**config.mk**
```make
export PLATFORM = sky130hd
export DESIGN_NAME = alu_seq
export DESIGN_NICKNAME = d
export VERILOG_FILES = /design/src/rtl/alu_seq.sv
export SDC_FILE = /design/constraint.sdc
export NUM_CORES = 1
export LEC_CHECK = 0
export CAP_MARGIN = 30
export CORE_ASPECT_RATIO = 1.4
export CORE_MARGIN = 4
export CORE_UTILIZATION = 39
export CTS_BUF_LIST = sky130_fd_sc_hd__clkbuf_8
export DETAILED_ROUTE_END_ITERATION = 16
export GPL_ROUTABILITY_DRIVEN = 1
export PLACE_DENSITY = 0.67
export SLEW_MARGIN = 15
export SYNTH_ARGS = -nofsm -noshare
export SYNTH_HDL_FRONTEND = slang
export SYNTH_SLANG_ARGS = --single-unit
```
**constraint.sdc**
```tcl
create_clock -name clk -period 11.3 [get_ports clk]
set_input_delay 2.825 -clock clk [delete_from_list [all_inputs] [get_ports clk]]
set_output_delay 2.825 -clock clk [all_outputs]
set_load 0.1 [all_outputs]
```
**src/rtl/alu_seq.sv**
```systemverilog
// alu_seq: handshaked ALU for the stage between issue and writeback.
//   The simple ops (AND/OR/ADD/SUB/SLT) have a one-cycle registered latency.
//   The iterative ops take WIDTH cycles: MUL/MULHU use shift-add and
//   DIVU/REMU use restoring shift-subtract.
// Ports:
//   clk, rst              clock; asynchronous active-high reset
//   in_valid / in_ready   request handshake (op, a, b are captured on accept)
//   out_valid / out_ready result handshake (out, zero, of, dz)
//   op                    4-bit opcode; codes not listed below are illegal and give 0
//   a, b                  WIDTH-bit operands
//   out                   WIDTH-bit result
//   zero                  out == 0
//   of                    signed overflow (ADD/SUB only)
//   dz                    divide by zero (DIVU/REMU with b == 0)
module alu_seq #(
  parameter int WIDTH = 32,
  parameter int CNT_W = $clog2(WIDTH) + 1
) (
  input  logic             clk,
  input  logic             rst,
  input  logic             in_valid,
  output logic             in_ready,
  input  logic [3:0]       op,
  input  logic [WIDTH-1:0] a,
  input  logic [WIDTH-1:0] b,
  output logic             out_valid,
  input  logic             out_ready,
  output logic [WIDTH-1:0] out,
  output logic             zero,
  output logic             of,
  output logic             dz
);

  localparam logic [3:0] OP_AND   = 4'b0000;
  localparam logic [3:0] OP_OR    = 4'b0001;
  localparam logic [3:0] OP_ADD   = 4'b0010;
  localparam logic [3:0] OP_SUB   = 4'b0110;
  localparam logic [3:0] OP_SLT   = 4'b0111;
  localparam logic [3:0] OP_MUL   = 4'b1000;
  localparam logic [3:0] OP_MULHU = 4'b1001;
  localparam logic [3:0] OP_DIVU  = 4'b1010;
  localparam logic [3:0] OP_REMU  = 4'b1011;

  typedef enum logic [1:0] {
    S_IDLE    = 2'd0,
    S_MUL_RUN = 2'd1,
    S_DIV_RUN = 2'd2,
    S_DONE    = 2'd3
  } state_t;

  // The state an accepted opcode moves to. Illegal codes go to DONE, like the simple ops.
  function automatic state_t entry_state(input logic [3:0] o);
    state_t s;
    case (o)
      OP_MUL, OP_MULHU: s = S_MUL_RUN;
      OP_DIVU, OP_REMU: s = S_DIV_RUN;
      default:          s = S_DONE;
    endcase
    return s;
  endfunction

  // One-cycle ops. The return value is {overflow, result}.
  function automatic logic [WIDTH:0] simple_op(input logic [3:0] o,
                                               input logic [WIDTH-1:0] x,
                                               input logic [WIDTH-1:0] y);
    logic [WIDTH-1:0] sum;
    logic [WIDTH-1:0] diff;
    logic [WIDTH-1:0] res;
    logic             ovf;
    sum  = x + y;
    diff = x + ~y + {{(WIDTH-1){1'b0}}, 1'b1};
    res  = '0;
    ovf  = 1'b0;
    case (o)
      OP_AND: res = x & y;
      OP_OR:  res = x | y;
      OP_ADD: begin
        res = sum;
        ovf = (x[WIDTH-1] == y[WIDTH-1]) && (sum[WIDTH-1] != x[WIDTH-1]);
      end
      OP_SUB: begin
        res = diff;
        ovf = (x[WIDTH-1] != y[WIDTH-1]) && (diff[WIDTH-1] != x[WIDTH-1]);
      end
      // SLT takes the raw sign bit of the wrapped difference, with no overflow correction.
      OP_SLT: res = {{(WIDTH-1){1'b0}}, diff[WIDTH-1]};
      default: begin
        res = '0;
        ovf = 1'b0;
      end
    endcase
    return {ovf, res};
  endfunction

  state_t               state_r, state_n_s;
  logic [3:0]           op_r;
  logic [WIDTH-1:0]     a_r, b_r;
  logic [2*WIDTH-1:0]   acc_r;
  logic [WIDTH-1:0]     rem_r, quo_r;
  logic [CNT_W-1:0]     cnt_r;
  logic [WIDTH-1:0]     out_r;
  logic                 zero_r, of_r, dz_r;

  logic                 in_ready_s, accept_s, last_s, running_s;
  logic [WIDTH:0]       simple_s;
  logic [WIDTH:0]       mul_sum_s;
  logic [2*WIDTH-1:0]   mul_next_s;
  logic [WIDTH:0]       div_shift_s, div_diff_s;
  logic                 div_ge_s;
  logic [WIDTH-1:0]     rem_next_s, quo_next_s, fin_s;

  // Handshake decode and the per-cycle steps of the iterative datapath.
  always_comb begin
    in_ready_s  = (state_r == S_IDLE) || ((state_r == S_DONE) && out_ready);
    accept_s    = in_valid && in_ready_s;
    last_s      = (cnt_r == CNT_W'(WIDTH - 1));
    running_s   = (state_r == S_MUL_RUN) || (state_r == S_DIV_RUN);
    simple_s    = simple_op(op, a, b);
    // acc_r holds {partial product high half, unconsumed multiplier bits}.
    mul_sum_s   = {1'b0, acc_r[2*WIDTH-1:WIDTH]} + (acc_r[0] ? {1'b0, a_r} : {(WIDTH+1){1'b0}});
    mul_next_s  = {mul_sum_s, acc_r[WIDTH-1:1]};
    // quo_r starts as the dividend and shifts quotient bits in from the right.
    // When b == 0 every trial subtract succeeds, which gives quotient = all ones and remainder = a.
    div_shift_s = {rem_r, quo_r[WIDTH-1]};
    div_ge_s    = (div_shift_s >= {1'b0, b_r});
    div_diff_s  = div_shift_s - {1'b0, b_r};
    rem_next_s  = div_ge_s ? div_diff_s[WIDTH-1:0] : div_shift_s[WIDTH-1:0];
    quo_next_s  = {quo_r[WIDTH-2:0], div_ge_s};
    if (state_r == S_MUL_RUN) begin
      fin_s = (op_r == OP_MUL) ? mul_next_s[WIDTH-1:0] : mul_next_s[2*WIDTH-1:WIDTH];
    end else begin
      fin_s = (op_r == OP_DIVU) ? quo_next_s : rem_next_s;
    end
  end

  // Next-state logic.
  always_comb begin
    state_n_s = state_r;
    case (state_r)
      S_IDLE: begin
        if (accept_s) state_n_s = entry_state(op);
        else          state_n_s = S_IDLE;
      end
      S_MUL_RUN: begin
        if (last_s) state_n_s = S_DONE;
        else        state_n_s = S_MUL_RUN;
      end
      S_DIV_RUN: begin
        if (last_s) state_n_s = S_DONE;
        else        state_n_s = S_DIV_RUN;
      end
      S_DONE: begin
        if (accept_s)       state_n_s = entry_state(op);
        else if (out_ready) state_n_s = S_IDLE;
        else                state_n_s = S_DONE;
      end
      default: state_n_s = S_IDLE;
    endcase
  end

  // State register.
  always_ff @(posedge clk or posedge rst) begin
    if (rst) state_r <= S_IDLE;
    else     state_r <= state_n_s;
  end

  // Operand capture, iteration registers and the registered result and flags.
  always_ff @(posedge clk or posedge rst) begin
    if (rst) begin
      op_r   <= 4'b0000;
      a_r    <= '0;
      b_r    <= '0;
      acc_r  <= '0;
      rem_r  <= '0;
      quo_r  <= '0;
      cnt_r  <= '0;
      out_r  <= '0;
      zero_r <= 1'b0;
      of_r   <= 1'b0;
      dz_r   <= 1'b0;
    end else if (accept_s) begin
      op_r  <= op;
      a_r   <= a;
      b_r   <= b;
      cnt_r <= '0;
      acc_r <= {{WIDTH{1'b0}}, b};
      quo_r <= a;
      rem_r <= '0;
      if (entry_state(op) == S_DONE) begin
        out_r  <= simple_s[WIDTH-1:0];
        zero_r <= (simple_s[WIDTH-1:0] == '0);
        of_r   <= simple_s[WIDTH];
        dz_r   <= 1'b0;
      end
    end else if (running_s) begin
      cnt_r <= last_s ? '0 : cnt_r + CNT_W'(1);
      if (state_r == S_MUL_RUN) begin
        acc_r <= mul_next_s;
      end else begin
        rem_r <= rem_next_s;
        quo_r <= quo_next_s;
      end
      if (last_s) begin
        out_r  <= fin_s;
        zero_r <= (fin_s == '0);
        of_r   <= 1'b0;
        dz_r   <= (state_r == S_DIV_RUN) && (b_r == '0);
      end
    end
  end

  assign in_ready  = in_ready_s;
  assign out_valid = (state_r == S_DONE);
  assign out       = out_r;
  assign zero      = zero_r;
  assign of        = of_r;
  assign dz        = dz_r;

endmodule
```
# After elaboration in Yosys (flattened, before gate mapping)
# Cells that the tools add are included.
# classes
addsub,6
n_lt_le_gt_ge,1
n_eq_ne,21
mux,43
n_bitwise,3
reduce_logical,20
# ops
cell,n
32-bit two-way mux,15
64-bit two-way mux,3
32-bit case mux with 5 select lines,1
32-bit zero test,3
32-bit adder,2
32-bit by 32-bit adder with 33-bit output,1
33-bit by 32-bit greater-or-equal comparator with 1-bit output,1
"32-bit by 1-bit adder with 32-bit output, second input constant",1
32-bit AND,1
32-bit inverter,1
32-bit OR,1
32-bit subtractor,1
"4-bit == test, second input constant",6
6-bit two-way mux,3
1-bit two-way mux,13
2-bit two-way mux,5
"4-bit by 3-bit == test with 1-bit output, second input constant",2
2-bit case mux with 4 select lines,1
"6-bit by 1-bit adder with 6-bit output, second input constant",1
"2-bit == test, second input constant",3
"6-bit by 5-bit == test with 1-bit output, second input constant",1
2-bit nonzero test,3
1-bit logical AND,5
"4-bit by 1-bit == test with 1-bit output, second input constant",1
other kinds (14),19
# word_totals
ff_bits,239

# Longest topological paths before layout
# logic_depth
word_depth,8
mapped_depth,18
depth_no_buf,16

# Worst setup path before layout
# No wires, ideal clock.
# synth_timing
path_kind,input to output
from,input out_ready
to,output in_ready
arrival_ns,3.516
setup_slack_ns,4.959
path_stages,1
path_buffers,0
cell_sequence,a21o_1
# synth_via
elab_chain_cells,2
# synth_lines
element,line_no,rtl
start: declaration,27,"input logic out_ready,"
1-bit logical AND,114,in_ready_s = (state_r == S_IDLE) || ((state_r == S_DONE) && out_ready);
1-bit logical OR,114,
end: declaration,22,"output logic in_ready,"
# Every way passes these cells.

# Worst setup path in the final report
# Same ends and word-level chain as after synthesis.

==> results.json <==
{
  "worstMarginPinSlew_ns": 1.00,
  "fmax_mhz": 131,
  "critPathLaunchType": "input port",
  "power.density_mw_per_mm2": 301,
  "postCtsSetupBuffers": 0,
  "nFillCells": 5197,
  "max_slew_margin": 0.331,
  "clk_pin_slew_ns": 0.06,
  "worstSetupEndpointType": "output port",
  "start_util": 0.393,
  "post-route-min-period_ns": 7.66,
  "synth_top_cell_by_area": "dfrtp_1",
  "fp.dieArea_mm2": 0.0562,
  "fin_crit_sh": 0.678,
  "rsz0062_at_grt": "false",
  "grt_use_total": 0.286,
  "vias": 20800,
  "core_area_mm2": 0.0520,
  "setup_viol": 0,
  "synth_edf_count": 0,
  "mostFrequentLayoutCells": "295 x nand2_1, 239 x dfrtp_1, 238 x o21ai_0",
  "hold_path.class": "reg2reg",
  "synth_warnings": 0,
  "gp_congestion": 1.02,
  "critPathArrivalTime_ns": 4.83,
  "post_drt_wl_per_cell_um": 25.3,
  "layout_commonest_cell": "nand2_1",
  "cap_violations": 0,
  "grt_max_degree": 101,
  "synth_area_mm2": 0.0205,
  "synth-seq-cells": 239,
  "synth.avg_cell_area_um2": 7.85,
  "ys.flop_type": "dfrtp_1",
  "cts_root_buffer": "clkbuf_8",
  "multi_input_comb_area_mm2": 0.0133,
  "first_iter_violations": 2255,
  "ant_nets": 0,
  "ys_seq_area_frac": 0.292,
  "nets": 2887,
  "wl_mm": 84.0,
  "slew_violations": 0,
  "vdd_drop_max_uv": 140,
  "rrSetupSlack_ns": 5.99,
  "vias_per_cell": 6.28,
  "antenna_found_initial": 1,
  "detailed_place_hpwl_mm": 65.7,
  "drtPass1Iterations": 8,
  "path_class": "in2out",
  "route.detailed.drc": 0,
  "clock_sinks": 239,
  "cts_tree": "done",
  "critical_path_required_ns": 8.48,
  "die_h_um": 279,
  "synth_cell_types": 89,
  "post_cts_resized": 0,
  "synth_nets": 2857,
  "critPathMaxFanout": 4,
  "setup_tns_ns": 0,
  "cts_max_level": 2,
  "gr-total-overflow": 0,
  "ios": 109,
  "drive_above_1_share": 0.0548,
  "clock_skew_ns": 0.0262,
  "cts-buffers-inserted": 40,
  "die_w_um": 202,
  "outcome": "complete, no violations",
  "syn-instance-count": 2607,
  "netlist.area_leader.share": 0.292,
  "grt_pass1_vias": 20200,
  "power_leakage_nw": 10.2,
  "ys_async_sr_fraction": 1.00,
  "clk-insertion-delay-late_ns": 0.59,
  "grt_pass1_wl_mm": 126,
  "seq_area_mm2": 0.00598,
  "portBuffers": 108,
  "finalPower_w": 0.00691,
  "syn_to_final_growth_pct": 12.1,
  "hold_buffers": 0,
  "finalHoldViolations": 0,
  "synth_area_leaders": "dfrtp_1 29%, ha_1 11%, o21ai_0 5.8%",
  "cts.path.max_buffers": 3,
  "core.rowCount": 99
}
==> flip-flops by register name, summed over array words and instances (netlist names) <==
| register | flops |
|---|---|
| acc_r | 64 |
| a_r | 32 |
| b_r | 32 |
| out | 32 |
| quo_r | 32 |
| rem_r | 32 |
| cnt_r | 6 |
| op_r | 4 |
| state_r | 2 |
| dz | 1 |
| of | 1 |
| zero | 1 |
==> synthesized netlist by cell type, types with 11 or more instances <==
master      n
a211o_1    12
a22o_1     16
nand2b_1   26
nand4_1    31
a31oi_1    25
o31a_1     11
o21ai_0   239
o21a_1     34
nand2_1   296
a221o_1    12
dfrtp_1   239
nor2_1    228
and3_1     20
a22oi_1    19
o22ai_1    50
nor3_1     44
a21o_1     38
ha_1      174
o311ai_0   11
clkbuf_1  140
o31ai_1    16
xnor2_1    39
inv_1     153
nor2b_1    17
xor2_1     31
o221ai_1   12
or3_1      12
o211ai_1   28
a211oi_1   33
nand3_1    45
a21oi_1   223
and2_1     45
mux2i_1    78
nor4_1     29
==> report_power, final <==
group | internal (W) | switching [W]
clock | 0.000428 | 0.000385
sequential | 0.00124 | 0.000331
combinational | 0.00147 | 0.00307
==> cells by family after synthesis <==
group                    synth area share
AND/OR/NAND/NOR                     0.192
buffers and inverters              0.0585
XOR/XNOR                           0.0300
adder cells (fa/ha/maj)             0.110
AO/OA/AOI/OAI                       0.275
flip-flops                          0.292
multiplexers                       0.0416
==> per-stage QoR <==
step | cell area (µm²) | utilization | setup slack (ns) | std cells | hold WS [ns]
2_1_floorplan | 20500 | - | 1.92 | 2607 | 0.438
3_3_place_gp | 22100 | 0.425 | 3.47 | 3249 | 0.456
3_5_place_dp | 22100 | 0.425 | 3.35 | 3251 | 0.463
4_1_cts | 22900 | 0.441 | 3.67 | 3318 | 0.476
5_1_grt | 22900 | 0.441 | 3.62 | 3319 | 0.510
6_report | 22900 | 0.441 | 3.64 | 3319 | 0.473
==> area by class of cell <==
class	count	area share
Multi-Input combinational cell	2053	0.582
Clock buffer	47	0.0282
Antenna cell	1	0.000109
Timing Repair Buffer	147	0.0606
Tap cell	656	0.0358
Inverter	156	0.0258
Sequential cell	239	0.261
Clock inverter	20	0.00714
==> worst max-delay path, stage by stage <==
cell and delay (ns):
clkdlybuf4s50_1 0.50, a21o_1 0.31, clkdlybuf4s50_1 1.20
==> per-layer routing <==
layer	track usage	up-vias	wire [µm]
met4	0.150	0	5210
met2	0.475	1021	39300
met5	0	-	0
li1	-	9492	-
met3	0.0388	226	5510
met1	0.363	10100	34000
==> path summary, 6_finish.rpt <==
path,startpoint,to,cells past startpoint
max in group asynchronous,rst,out[20],4
min reg2reg,a_r[26],a_r[26],2
max,out_ready,in_ready,3
min in group asynchronous,rst,acc_r[8],2
min,a_r[26],a_r[26],2
max reg2reg,quo_r[31],zero,15
Note: power is estimated with default switching activity, not from simulation.
